--- src/rtl/nv_nvdla_rubik_rf_wseq.sv ---
// nv_nvdla_rubik_rf_wseq
//   Rubik read-fetch write sequencer. Takes write commands from the wcmd FIFO,
//   pairs every command with len+1 beats of fetched data and writes each beat
//   into the reshape buffer at (start + beat index) mod 32. A credit counter
//   tracks free reshape-buffer entries so the sequencer never overruns the
//   reader.
//
// Ports
//   nvdla_core_clk / nvdla_core_rst : clock, async active-high reset
//   wcmd_pvld/prdy/pd               : command in {last, start[4:0], len[4:0]}
//   dp_pvld/prdy/pd                 : data beat in
//   rf_wr_en/addr/data              : registered reshape-buffer write port
//   rf_release                      : reader freed one entry (1-cycle pulse)
//   surf_done                       : final write of a last-flagged command
//   busy                            : burst in progress or write in flight
//   cred_err                        : sticky, release seen with credits full
module nv_nvdla_rubik_rf_wseq #(
  parameter int DW    = 64,
  parameter int DEPTH = 32
) (
  input  logic          nvdla_core_clk,
  input  logic          nvdla_core_rst,
  input  logic          wcmd_pvld,
  output logic          wcmd_prdy,
  input  logic [10:0]   wcmd_pd,
  input  logic          dp_pvld,
  output logic          dp_prdy,
  input  logic [DW-1:0] dp_pd,
  output logic          rf_wr_en,
  output logic [4:0]    rf_wr_addr,
  output logic [DW-1:0] rf_wr_data,
  input  logic          rf_release,
  output logic          surf_done,
  output logic          busy,
  output logic          cred_err
);

  localparam int AW = 5;
  localparam int CW = $clog2(DEPTH) + 1;
  localparam logic [CW-1:0] CRED_MAX = CW'(DEPTH);

  typedef enum logic {IDLE = 1'b0, BURST = 1'b1} state_e;

  state_e          state_q;
  logic [AW-1:0]   start_q, len_q, beat_cnt_q;
  logic            last_q;
  logic [CW-1:0]   credit_q, credit_d;
  logic            err_q, err_d;
  logic            wr_en_q, surf_q;
  logic [AW-1:0]   wr_addr_q;
  logic [DW-1:0]   wr_data_q;

  logic            cmd_acc, beat_acc, final_beat;

  assign wcmd_prdy  = (state_q == IDLE);
  assign dp_prdy    = (state_q == BURST) && (credit_q != '0);
  assign cmd_acc    = wcmd_pvld && wcmd_prdy;
  assign beat_acc   = dp_pvld && dp_prdy;
  assign final_beat = beat_acc && (beat_cnt_q == len_q);

  // Beat and release in the same cycle cancel. A release with every entry
  // already free is a reader bug: hold at full and flag it.
  always_comb begin
    credit_d = credit_q;
    err_d    = err_q;
    unique case ({beat_acc, rf_release})
      2'b10:   credit_d = credit_q - 1'b1;
      2'b01: begin
        if (credit_q == CRED_MAX) err_d = 1'b1;
        else                      credit_d = credit_q + 1'b1;
      end
      default: ;
    endcase
  end

  always_ff @(posedge nvdla_core_clk or posedge nvdla_core_rst) begin
    if (nvdla_core_rst) begin
      state_q    <= IDLE;
      start_q    <= '0;
      len_q      <= '0;
      last_q     <= 1'b0;
      beat_cnt_q <= '0;
      credit_q   <= CRED_MAX;
      err_q      <= 1'b0;
      wr_en_q    <= 1'b0;
      wr_addr_q  <= '0;
      wr_data_q  <= '0;
      surf_q     <= 1'b0;
    end else begin
      credit_q <= credit_d;
      err_q    <= err_d;
      wr_en_q  <= beat_acc;
      surf_q   <= final_beat && last_q;
      if (beat_acc) begin
        wr_addr_q <= start_q + beat_cnt_q;  // 5-bit add wraps the ring
        wr_data_q <= dp_pd;
      end
      unique case (state_q)
        IDLE: if (cmd_acc) begin
          len_q      <= wcmd_pd[4:0];
          start_q    <= wcmd_pd[9:5];
          last_q     <= wcmd_pd[10];
          beat_cnt_q <= '0;
          state_q    <= BURST;
        end
        BURST: if (beat_acc) begin
          // Skip the increment on the final beat so len=31 never wraps.
          if (final_beat) state_q    <= IDLE;
          else            beat_cnt_q <= beat_cnt_q + 1'b1;
        end
        default: state_q <= IDLE;
      endcase
    end
  end

  assign rf_wr_en   = wr_en_q;
  assign rf_wr_addr = wr_addr_q;
  assign rf_wr_data = wr_data_q;
  assign surf_done  = surf_q;
  assign cred_err   = err_q;
  assign busy       = (state_q == BURST) || wr_en_q;

endmodule

--- config.mk ---
export PLATFORM = sky130hd
export DESIGN_NAME = nv_nvdla_rubik_rf_wseq
export DESIGN_NICKNAME = d
export VERILOG_FILES = /design/src/rtl/nv_nvdla_rubik_rf_wseq.sv
export SDC_FILE = /design/constraint.sdc
export NUM_CORES = 1
export LEC_CHECK = 0
export ABC_AREA = 1
export CAP_MARGIN = 20
export CORE_AREA = 2 2 100 102
export DETAILED_ROUTE_END_ITERATION = 10
export DIE_AREA = 0 0 102 104
export PLACE_DENSITY = 0.79
export SLEW_MARGIN = 20
export SYNTH_ARGS = -nofsm -noshare
export SYNTH_HDL_FRONTEND = slang
export SYNTH_SLANG_ARGS = --single-unit
--- constraint.sdc ---
create_clock -name nvdla_core_clk -period 3.7 [get_ports nvdla_core_clk]
set_clock_uncertainty 0.2 [all_clocks]
set_input_delay 0.555 -clock nvdla_core_clk [delete_from_list [all_inputs] [get_ports nvdla_core_clk]]
set_output_delay 0.555 -clock nvdla_core_clk [all_outputs]
set_load 0.1 [all_outputs]
==> results of run 1 <==
==> metrics by stage <==
step	hold WS [ns]	instance area, um2	worst slack [ns]	instances	utilization, %
global placement	0.262	5750	0.775	730	60.2
global route	0.313	5960	0.637	746	62.4
detailed placement	0.265	5750	0.655	730	60.2
CTS	0.289	5960	0.969	746	62.4
finish	0.281	5960	0.962	746	62.4
floorplan	0.260	4110	0.470	455	-
==> cell usage after synthesis, drive strengths merged (2+ instances only) <==
| cell | number | area share (%) |
|---|---|---|
| a21oi | 12 | 1.5 |
| buf | 16 | 2.9 |
| dfrtp | 94 | 57 |
| fa | 2 | 0.97 |
| ha | 9 | 2.7 |
| inv | 20 | 1.8 |
| mux2 | 7 | 1.9 |
| nand2 | 237 | 22 |
| nand3 | 13 | 2.0 |
| nand4 | 5 | 0.91 |
| nor2 | 16 | 1.5 |
| o21ai | 7 | 0.85 |
| xnor2 | 4 | 0.85 |
| xor2 | 10 | 2.1 |
==> worst max-delay path: stages (launching register included) <==
cell     delay (ns)
dfrtp_1        0.47
nor2_1         0.18
nand3_2        0.13
nand3_4        0.30
nand2_1        0.27
ha_1           0.43
nand2_1        0.08
inv_1          0.08
nand3_1        0.08
nand3_1        0.11
nand4_1        0.12
nand2_1        0.09
nand2_1        0.05
nand2_1        0.05
inv_1          0.04
==> sequential cells by signal, summed over array words and instances, names as in the netlist <==
signal / count
beat_cnt_q: 5
cred_err: 1
credit_q: 6
last_q: 1
len_q: 5
rf_wr_addr: 5
rf_wr_data: 64
rf_wr_en: 1
start_q: 5
state_q: 1
surf_done: 1
==> cell families after synthesis <==
group / count (synthesis)
and+or+nand+nor: 272
AOI/OAI and AO/OA: 20
xor gates and xnor gates: 14
adders and majority gates: 11
muxes: 7
DFF: 95
buffers and inverters: 36
==> routing by layer <==
layer	global-route usage (%)	vias to the layer above	part of all wire [%]
met1	24.4	1623	41
met4	7.05	0	1.9
met2	33.9	133	49
li1	-	1709	-
met5	0	-	0
met3	5.44	15	7.9
==> area by class of cell <==
class / count / share of cell area, %
tap: 133 / 2.79
multi-input combinational: 324 / 25.8
clock buffer: 12 / 2.60
sequential: 95 / 39.9
timing repair buffer: 158 / 26.7
clock inverter: 4 / 0.903
inverter: 20 / 1.30
==> worst max-delay path by stage <==
stage,startpoint,endpoint,slack [ns],cells after the start
2_1_floorplan,nvdla_core_rst,beat_cnt_q[0]$_DFFE_PP0P_,0.47,1
3_3_place_gp,dp_pvld,credit_q[5]$_DFFE_PP1P_,0.78,14
3_5_place_dp,dp_pvld,credit_q[5]$_DFFE_PP1P_,0.65,14
4_1_cts,credit_q[0]$_DFFE_PP0P_,credit_q[5]$_DFFE_PP1P_,0.97,14
5_1_grt,credit_q[1]$_DFFE_PP0P_,credit_q[5]$_DFFE_PP1P_,0.64,14
6_report,credit_q[0]$_DFFE_PP0P_,credit_q[5]$_DFFE_PP1P_,0.96,14
==> impl_metrics.py, run 1 <==
metrics = {
    "run_status": {
        "status": "finished clean",
    },
    "detailed_routing": {
        "vias_per_cell": 4.66,
        "wirelength_mm": 10.3,
        "drtIter0Drc": 159,
        "first_pass_iters": 4,
        "wl_per_cell_um": 13.9,
        "drc": 0,
        "routed-via-count": 3480,
        "ant_nets": 0,
    },
    "global_routing": {
        "overflow": 0,
        "grt_use_total_pct": 20.0,
        "grt_pass1_wl_mm": 16.9,
        "grt_pass1_vias": 3622,
        "antenna_found_initial": 0,
        "grt_max_degree": 56,
    },
    "worst_setup_path": {
        "path_max_fanout": 36,
        "r2r-end": "credit_q[5]$_DFFE_PP1P_",
        "rr_startpoint": "credit_q[0]$_DFFE_PP0P_",
        "cp.required_ns": 3.81,
        "crit_type": "reg -> reg",
        "r2r_slack_ns": 0.96,
        "endpoint_kind": "register",
        "crit_arrival_ns": 2.84,
        "crit_path_start_kind": "register",
        "reg2reg_depth": 14,
    },
    "synth": {
        "synth_edf_count": 0,
        "syn_area_um2": 4110,
        "synth_mux_area_share_pct": 1.92,
        "synth-compound-area-share_pct": 2.50,
        "synth_fa_ha_area_share_pct": 3.71,
        "syn_avg_cell_area_um2": 9.03,
        "synthesis.nets": 546,
        "seq_area_frac_synth_pct": 57.9,
        "yosys_register_bits": 95,
        "yosysUniqueCellTypes": 24,
        "synth-xor-area-share_pct": 2.98,
        "synth-simple-area-share_pct": 26.3,
        "syn_inst": 455,
        "synth_top_family_by_area": "simple AND/OR/NAND/NOR gates",
        "synth_ff_type": "dfrtp_1",
        "yosysWarnings": 0,
        "async_reset_ff_share_pct": 100,
    },
    "clock_network": {
        "cts_sinks": 95,
        "cts_resized": 0,
        "cts_buffer_depth": 2,
        "tritoncts": "built",
        "path_clk_slew_ns": 0.09,
        "clock-root-buffer": "clkbuf_8",
        "htree_levels": 3,
        "holdBufCountCts": 0,
        "cts_setup_buffers": 0,
        "insertion_delay_ns": 0.36,
        "numCtsBuffers": 9,
    },
    "sta": {
        "hold_violations": 0,
        "worst_slew_pin_slew_ns": 1.01,
        "finalSetupTns_ns": 0,
        "slew-limit-headroom_pct": 32.4,
        "finalMaxSlewViolations": 0,
        "max_clock_freq_mhz": 365,
        "fin_crit_sh_pct": 74.0,
        "rsz0062_at_grt": "false",
        "setup_viol": 0,
        "finalCriticalPeriod_ns": 2.74,
    },
    "run": {
        "maxCapViolCount": 0,
    },
    "min_path": {
        "hp-class": "reg -> reg",
        "hold-path-endpoint": "rf_wr_data[55]$_DFFE_PP0P_",
        "holdCritStartpoint": "rf_wr_data[55]$_DFFE_PP0P_",
        "worstHoldPathCells": 2,
    },
    "finish": {
        "final_cell_mix": "nand2_1, clkdlybuf4s50_1, dfrtp_1",
        "multi_input_area_um2": 1540,
        "num-nets-final": 699,
        "area.sequential_um2": 2380,
        "final_layout_size_suffix_gt1_share_pct": 6.36,
        "num-fill-cells": 819,
        "final_common_cell": "nand2_1",
        "syn2layout_area_growth_pct": 45.0,
        "n_antenna_cell": 0,
    },
    "die": {
        "die_height_um": 104,
        "die-area_um2": 10600,
        "start_util_pct": 43.0,
        "ioPinCount": 155,
        "die_w_um": 102,
        "row_count": 36,
        "core_um2": 9550,
    },
    "placement": {
        "gp_congestion": 0.885,
        "io_buffers": 154,
        "hpwl_mm": 7.48,
    },
}
Power of run 1 is not shown: default switching activity piles up to over one toggle a cycle in this logic, so the estimate is an artifact.
==> run 2: changes to the inputs <==
==> constraint.sdc (replaced) <==
create_clock -name nvdla_core_clk -period 2.8 [get_ports nvdla_core_clk]
set_clock_uncertainty 0.2 [all_clocks]
set_input_delay 0.42 -clock nvdla_core_clk [delete_from_list [all_inputs] [get_ports nvdla_core_clk]]
set_output_delay 0.42 -clock nvdla_core_clk [all_outputs]
set_load 0.1 [all_outputs]
==> run 2 against run 1 <==
  * Maximum frequency rose by 15%
  * Critical path type unchanged
  * Die area unchanged
  * Hold slack lost 0.012 ns
  * Cell count up 0.40%
  * Worst setup slack got worse by 0.55 ns
  * Via count fell by 1.8%
  * Critical path depth did not move
  * Sequential share of layout area is 0.98 points higher
  * Register-to-register slack got worse by 0.55 ns
==> impl_metrics.py, run 2 (same netlist as run 1, synthesis figures left out) <==
metrics = {
    "run_status": {
        "status": "finished clean",
    },
    "sta": {
        "finalCriticalPeriod_ns": 2.39,
        "fin_crit_sh_pct": 85.2,
        "finalMaxSlewViolations": 0,
        "hold_violations": 0,
        "fin_ws_ns": 0.414,
        "slew-limit-headroom_pct": 60.8,
        "worst_slew_pin_slew_ns": 0.586,
        "max_clock_freq_mhz": 419,
        "setup_viol": 0,
        "finalSetupTns_ns": 0,
        "whs_ns": 0.269,
        "rsz0062_at_grt": "false",
    },
    "die": {
        "start_util_pct": 43.0,
        "die_w_um": 102,
        "core_um2": 9550,
        "die_height_um": 104,
        "die-area_um2": 10600,
        "ioPinCount": 155,
        "row_count": 36,
    },
    "detailed_routing": {
        "routed-via-count": 3416,
        "ant_nets": 0,
        "wl_per_cell_um": 13.0,
        "wirelength_mm": 9.73,
        "vias_per_cell": 4.56,
        "first_pass_iters": 4,
        "drc": 0,
        "drtIter0Drc": 133,
    },
    "placement": {
        "hpwl_mm": 7.21,
        "dpl_worst_slack_ns": 0.294,
        "dpl-instance-area_um2": 5590,
        "io_buffers": 154,
        "gp_congestion": 0.790,
    },
    "finish": {
        "largest_reg_flops": 64,
        "final_cell_mix": "nand2_1, dfrtp_1, buf_4",
        "num-nets-final": 702,
        "n_antenna_cell": 0,
        "final_common_cell": "nand2_1",
        "syn2layout_area_growth_pct": 41.5,
        "stdcell_area_um2": 5820,
        "final_layout_size_suffix_gt1_share_pct": 18.5,
    },
    "global_routing": {
        "overflow": 0,
        "grt_use_total_pct": 18.7,
        "grt_pass1_vias": 3369,
        "antenna_found_initial": 0,
        "grt_max_degree": 48,
        "grt_pass1_wl_mm": 15.7,
    },
    "worst_setup_path": {
        "crit_type": "reg -> reg",
        "crit_path_start_kind": "register",
        "cp-startpoint": "credit_q[0]$_DFFE_PP0P_",
        "cp-endpoint": "credit_q[5]$_DFFE_PP1P_",
        "r2r-end": "credit_q[5]$_DFFE_PP1P_",
        "reg2reg_depth": 14,
        "crit_arrival_ns": 2.48,
        "r2r_slack_ns": 0.41,
        "cp.required_ns": 2.90,
        "endpoint_kind": "register",
        "rr_startpoint": "credit_q[0]$_DFFE_PP0P_",
        "path_max_fanout": 6,
    },
    "clock_network": {
        "cts_resized": 0,
        "cts_setup_buffers": 0,
        "insertion_delay_ns": 0.35,
        "cts_sinks": 95,
        "numCtsBuffers": 9,
        "cts_buffer_depth": 2,
        "holdBufCountCts": 0,
        "htree_levels": 3,
        "tritoncts": "built",
        "path_clk_slew_ns": 0.09,
        "clock-root-buffer": "clkbuf_8",
    },
    "min_path": {
        "hp-class": "in -> async",
    },
    "run": {
        "maxCapViolCount": 0,
    },
}
==> run 2: changes by cell type in the layout (fill, tap and decap cells not counted), sizes merged <==
| cell | before | now |
|---|---|---|
| bufinv | 1 | 2 |
| inv | 21 | 19 |
| clkdlybuf4s50 | 151 | 79 |
| clkbuf | 12 | 11 |
| buf | 7 | 82 |
| clkinv | 0 | 2 |
==> run 2: area by class of cell <==
type	instances	area (um2)
clock buffer	11	141
clock inverter	5	81.3
fill	829	3730
inverter	20	78.8
multi-input combinational	324	1540
sequential	95	2380
tap	133	166
timing repair buffer	161	1430
==> run 2: metal layers <==
metal	vias to the layer above	global-route usage [%]	routed length, um
li1	1711	-	-
met4	0	6.86	153
met3	15	4.77	711
met2	125	31.4	4690
met5	-	0	0
met1	1565	23.1	4170
==> run 2: metrics by stage <==
stage	utilization, %	instances
global placement	58.6	733
detailed placement	58.6	733
floorplan	-	455
finish	60.9	749
global route	60.9	749
CTS	60.9	749
==> run 2: worst min path at each step <==
stage,from,endpoint,slack [ns],depth (start not counted)
final,nvdla_core_rst,rf_wr_data[29]$_DFFE_PP0P_,0.27,2
after global routing,nvdla_core_rst,rf_wr_data[29]$_DFFE_PP0P_,0.29,2
after CTS,nvdla_core_rst,rf_wr_data[37]$_DFFE_PP0P_,0.29,2
after detailed placement,rf_wr_addr[0]$_DFFE_PP0P_,rf_wr_addr[0]$_DFFE_PP0P_,0.27,2
after global placement,rf_wr_data[26]$_DFFE_PP0P_,rf_wr_data[26]$_DFFE_PP0P_,0.26,2
after floorplan,last_q$_DFFE_PP0P_,surf_done$_DFF_PP0_,0.26,2
==> run 2: critical path, stage by stage (launching register included) <==
cell     delay, ns
dfrtp_1       0.46
nor2_1        0.19
nand3_2       0.13
nand3_4       0.08
nand2_1       0.16
ha_1          0.40
nand2_1       0.07
inv_1         0.08
nand3_1       0.07
nand3_1       0.11
nand4_1       0.13
nand2_1       0.10
nand2_1       0.06
nand2_1       0.06
inv_1         0.04
Power of run 2 is left out for the same reason.
==> run 3: changes to the inputs <==
--- a/config.mk
+++ b/config.mk
@@ -7,10 +7,10 @@
 export LEC_CHECK = 0
 export ABC_AREA = 1
 export CAP_MARGIN = 20
-export CORE_AREA = 2 2 100 102
+export CORE_AREA = 2 2 115 89
 export DETAILED_ROUTE_END_ITERATION = 10
-export DIE_AREA = 0 0 102 104
-export PLACE_DENSITY = 0.79
+export DIE_AREA = 0 0 117 91
+export PLACE_DENSITY_LB_ADDON = 0.15
 export SLEW_MARGIN = 20
 export SYNTH_ARGS = -nofsm -noshare
 export SYNTH_HDL_FRONTEND = slang
==> run 3 against run 2 <==
  * Sequential share of layout area fell by 0.38 points
  * Routed wire length rose by 2.7%
  * First-iteration DRC count rose by 57%
  * Maximum frequency fell by 0.30%
  * Critical path depth did not move
  * Worst setup slack got worse by 0.0073 ns
  * Non-clock buffer count fell by 1
  * Clock-buffer cell count rose by 1
  * Highest routed layer unchanged
  * Critical endpoint unchanged
  * Hold slack improved by 0.0071 ns
  * Cell count fell by 0.27%
==> impl_metrics.py, run 3 (same netlist as run 1, synthesis figures left out) <==
metrics = {
    "detailed_routing": {
        "wl_per_cell_um": 13.4,
        "routed-via-count": 3430,
        "ant_nets": 0,
        "vias_per_cell": 4.59,
        "drc": 0,
        "first_pass_iters": 4,
        "drtIter0Drc": 209,
        "wirelength_mm": 9.99,
    },
    "clock_network": {
        "insertion_delay_ns": 0.33,
        "cts_sinks": 95,
        "cts_setup_buffers": 0,
        "clock-root-buffer": "clkbuf_16",
        "holdBufCountCts": 0,
        "cts_buffer_depth": 2,
        "tritoncts": "built",
        "numCtsBuffers": 9,
        "cts_resized": 0,
        "path_clk_slew_ns": 0.07,
        "htree_levels": 3,
    },
    "placement": {
        "io_buffers": 154,
        "dpl-instance-area_um2": 5580,
        "gp_congestion": 0.816,
        "hpwl_mm": 7.28,
    },
    "sta": {
        "finalCriticalPeriod_ns": 2.39,
        "hold_violations": 0,
        "finalMaxSlewViolations": 0,
        "max_clock_freq_mhz": 418,
        "rsz0062_at_grt": "false",
        "worst_slew_pin_slew_ns": 0.547,
        "finalSetupTns_ns": 0,
        "setup_viol": 0,
        "fin_crit_sh_pct": 85.5,
        "whs_ns": 0.276,
        "slew-limit-headroom_pct": 63.4,
    },
    "die": {
        "die_height_um": 91,
        "die_w_um": 117,
        "die-area_um2": 10600,
        "core_um2": 9500,
        "row_count": 31,
        "ioPinCount": 155,
        "start_util_pct": 43.2,
    },
    "worst_setup_path": {
        "path_buf_inv": 2,
        "crit_arrival_ns": 2.47,
        "crit_chain": "nor2_1, nand3_2, nand3_4, nand2_1, ha_1, nand2_1, inv_1, nand3_1, nand3_1, nand4_1, nand2_1, nand2_1, nand2_1, inv_1",
        "crit_path_start_kind": "register",
        "path_max_fanout": 6,
        "cp_top_family": "simple AND/OR/NAND/NOR gates",
        "crit_type": "reg -> reg",
        "endpoint_kind": "register",
        "cp.required_ns": 2.87,
        "slowest_stage": "dfrtp_1",
        "reg2reg_depth": 14,
        "cpMostUsedCell": "nand2_1",
        "cp_slowest_stage_delay_ns": 0.46,
        "rr_startpoint": "credit_q[0]$_DFFE_PP0P_",
        "r2r-end": "credit_q[5]$_DFFE_PP1P_",
        "cp-startpoint": "credit_q[0]$_DFFE_PP0P_",
        "r2r_slack_ns": 0.41,
    },
    "global_routing": {
        "grt_max_degree": 49,
        "met2_usage_pct": 31.4,
        "grt_pass1_wl_mm": 15.9,
        "overflow": 0,
        "grt_use_total_pct": 19.1,
        "use_met1_pct": 24.1,
        "gr-max-usage-layer": "met2",
        "grt_pass1_vias": 3380,
        "antenna_found_initial": 0,
        "grt_util_met3_pct": 5.87,
    },
    "finish": {
        "largest_reg_flops": 64,
        "utilization_pct": 61.8,
        "final_layout_size_suffix_gt1_share_pct": 18.4,
        "n_antenna_cell": 0,
        "final_cell_mix": "nand2_1, dfrtp_1, clkdlybuf4s50_1, buf_4, inv_1",
        "stdcell_area_um2": 5870,
        "final_common_cell": "nand2_1",
        "num-fill-cells": 845,
        "num-nets-final": 701,
        "syn2layout_area_growth_pct": 42.9,
    },
    "run": {
        "maxCapViolCount": 0,
    },
    "run_status": {
        "status": "finished clean",
    },
    "min_path": {
        "hp-class": "in -> async",
    },
}
## run 3: cell count changes in the layout (fill, tap and decap cells not counted), sizes merged
cell	previous run	this run
buf	82	81
bufinv	2	0
clkinv	2	0
clkbuf	11	12
clkinvlp	2	5
## run 3: metrics by stage
stage                     std cells  setup WS [ns]
after floorplan                 455          0.561
after global placement          731          0.410
after detailed placement        731          0.283
after CTS                       747          0.391
after global routing            747          0.161
final                           747          0.407
## run 3: per-layer routing
layer / routed length [um] / vias up
li1: - / 1719
met3: 902 / 16
met2: 4560 / 126
met5: 0 / -
met4: 150 / 0
met1: 4370 / 1569
## run 3: how the worst max path moves through the flow
stage | endpoint | slack (ns) | depth (start not counted)
final | credit_q[5]$_DFFE_PP1P_ | 0.41 | 14
after floorplan | credit_q[5]$_DFFE_PP1P_ | 0.56 | 16
after detailed placement | credit_q[5]$_DFFE_PP1P_ | 0.28 | 13
after global routing | credit_q[5]$_DFFE_PP1P_ | 0.16 | 14
after CTS | credit_q[5]$_DFFE_PP1P_ | 0.39 | 14
after global placement | credit_q[5]$_DFFE_PP1P_ | 0.41 | 13
## run 3: worst reg2reg max path, cell delays in order, from the launching register on
cell and delay (ns):
dfrtp_1 0.46, nor2_1 0.18, nand3_2 0.13, nand3_4 0.09
nand2_1 0.16, ha_1 0.41, nand2_1 0.08, inv_1 0.08
nand3_1 0.09, nand3_1 0.11, nand4_1 0.12, nand2_1 0.10
nand2_1 0.05, nand2_1 0.05, inv_1 0.04
## run 3: area by class of cell
cell class / instances / area [um2] / share of cell area [%]
clock inverter: 4 / 30.0 / 0.512
tap: 132 / 165 / 2.81
sequential: 95 / 2380 / 40.5
clock buffer: 12 / 256 / 4.37
inverter: 20 / 78.8 / 1.34
multi-input combinational: 324 / 1540 / 26.2
timing repair buffer: 160 / 1420 / 24.3
Power of run 3 is left out for the same reason.
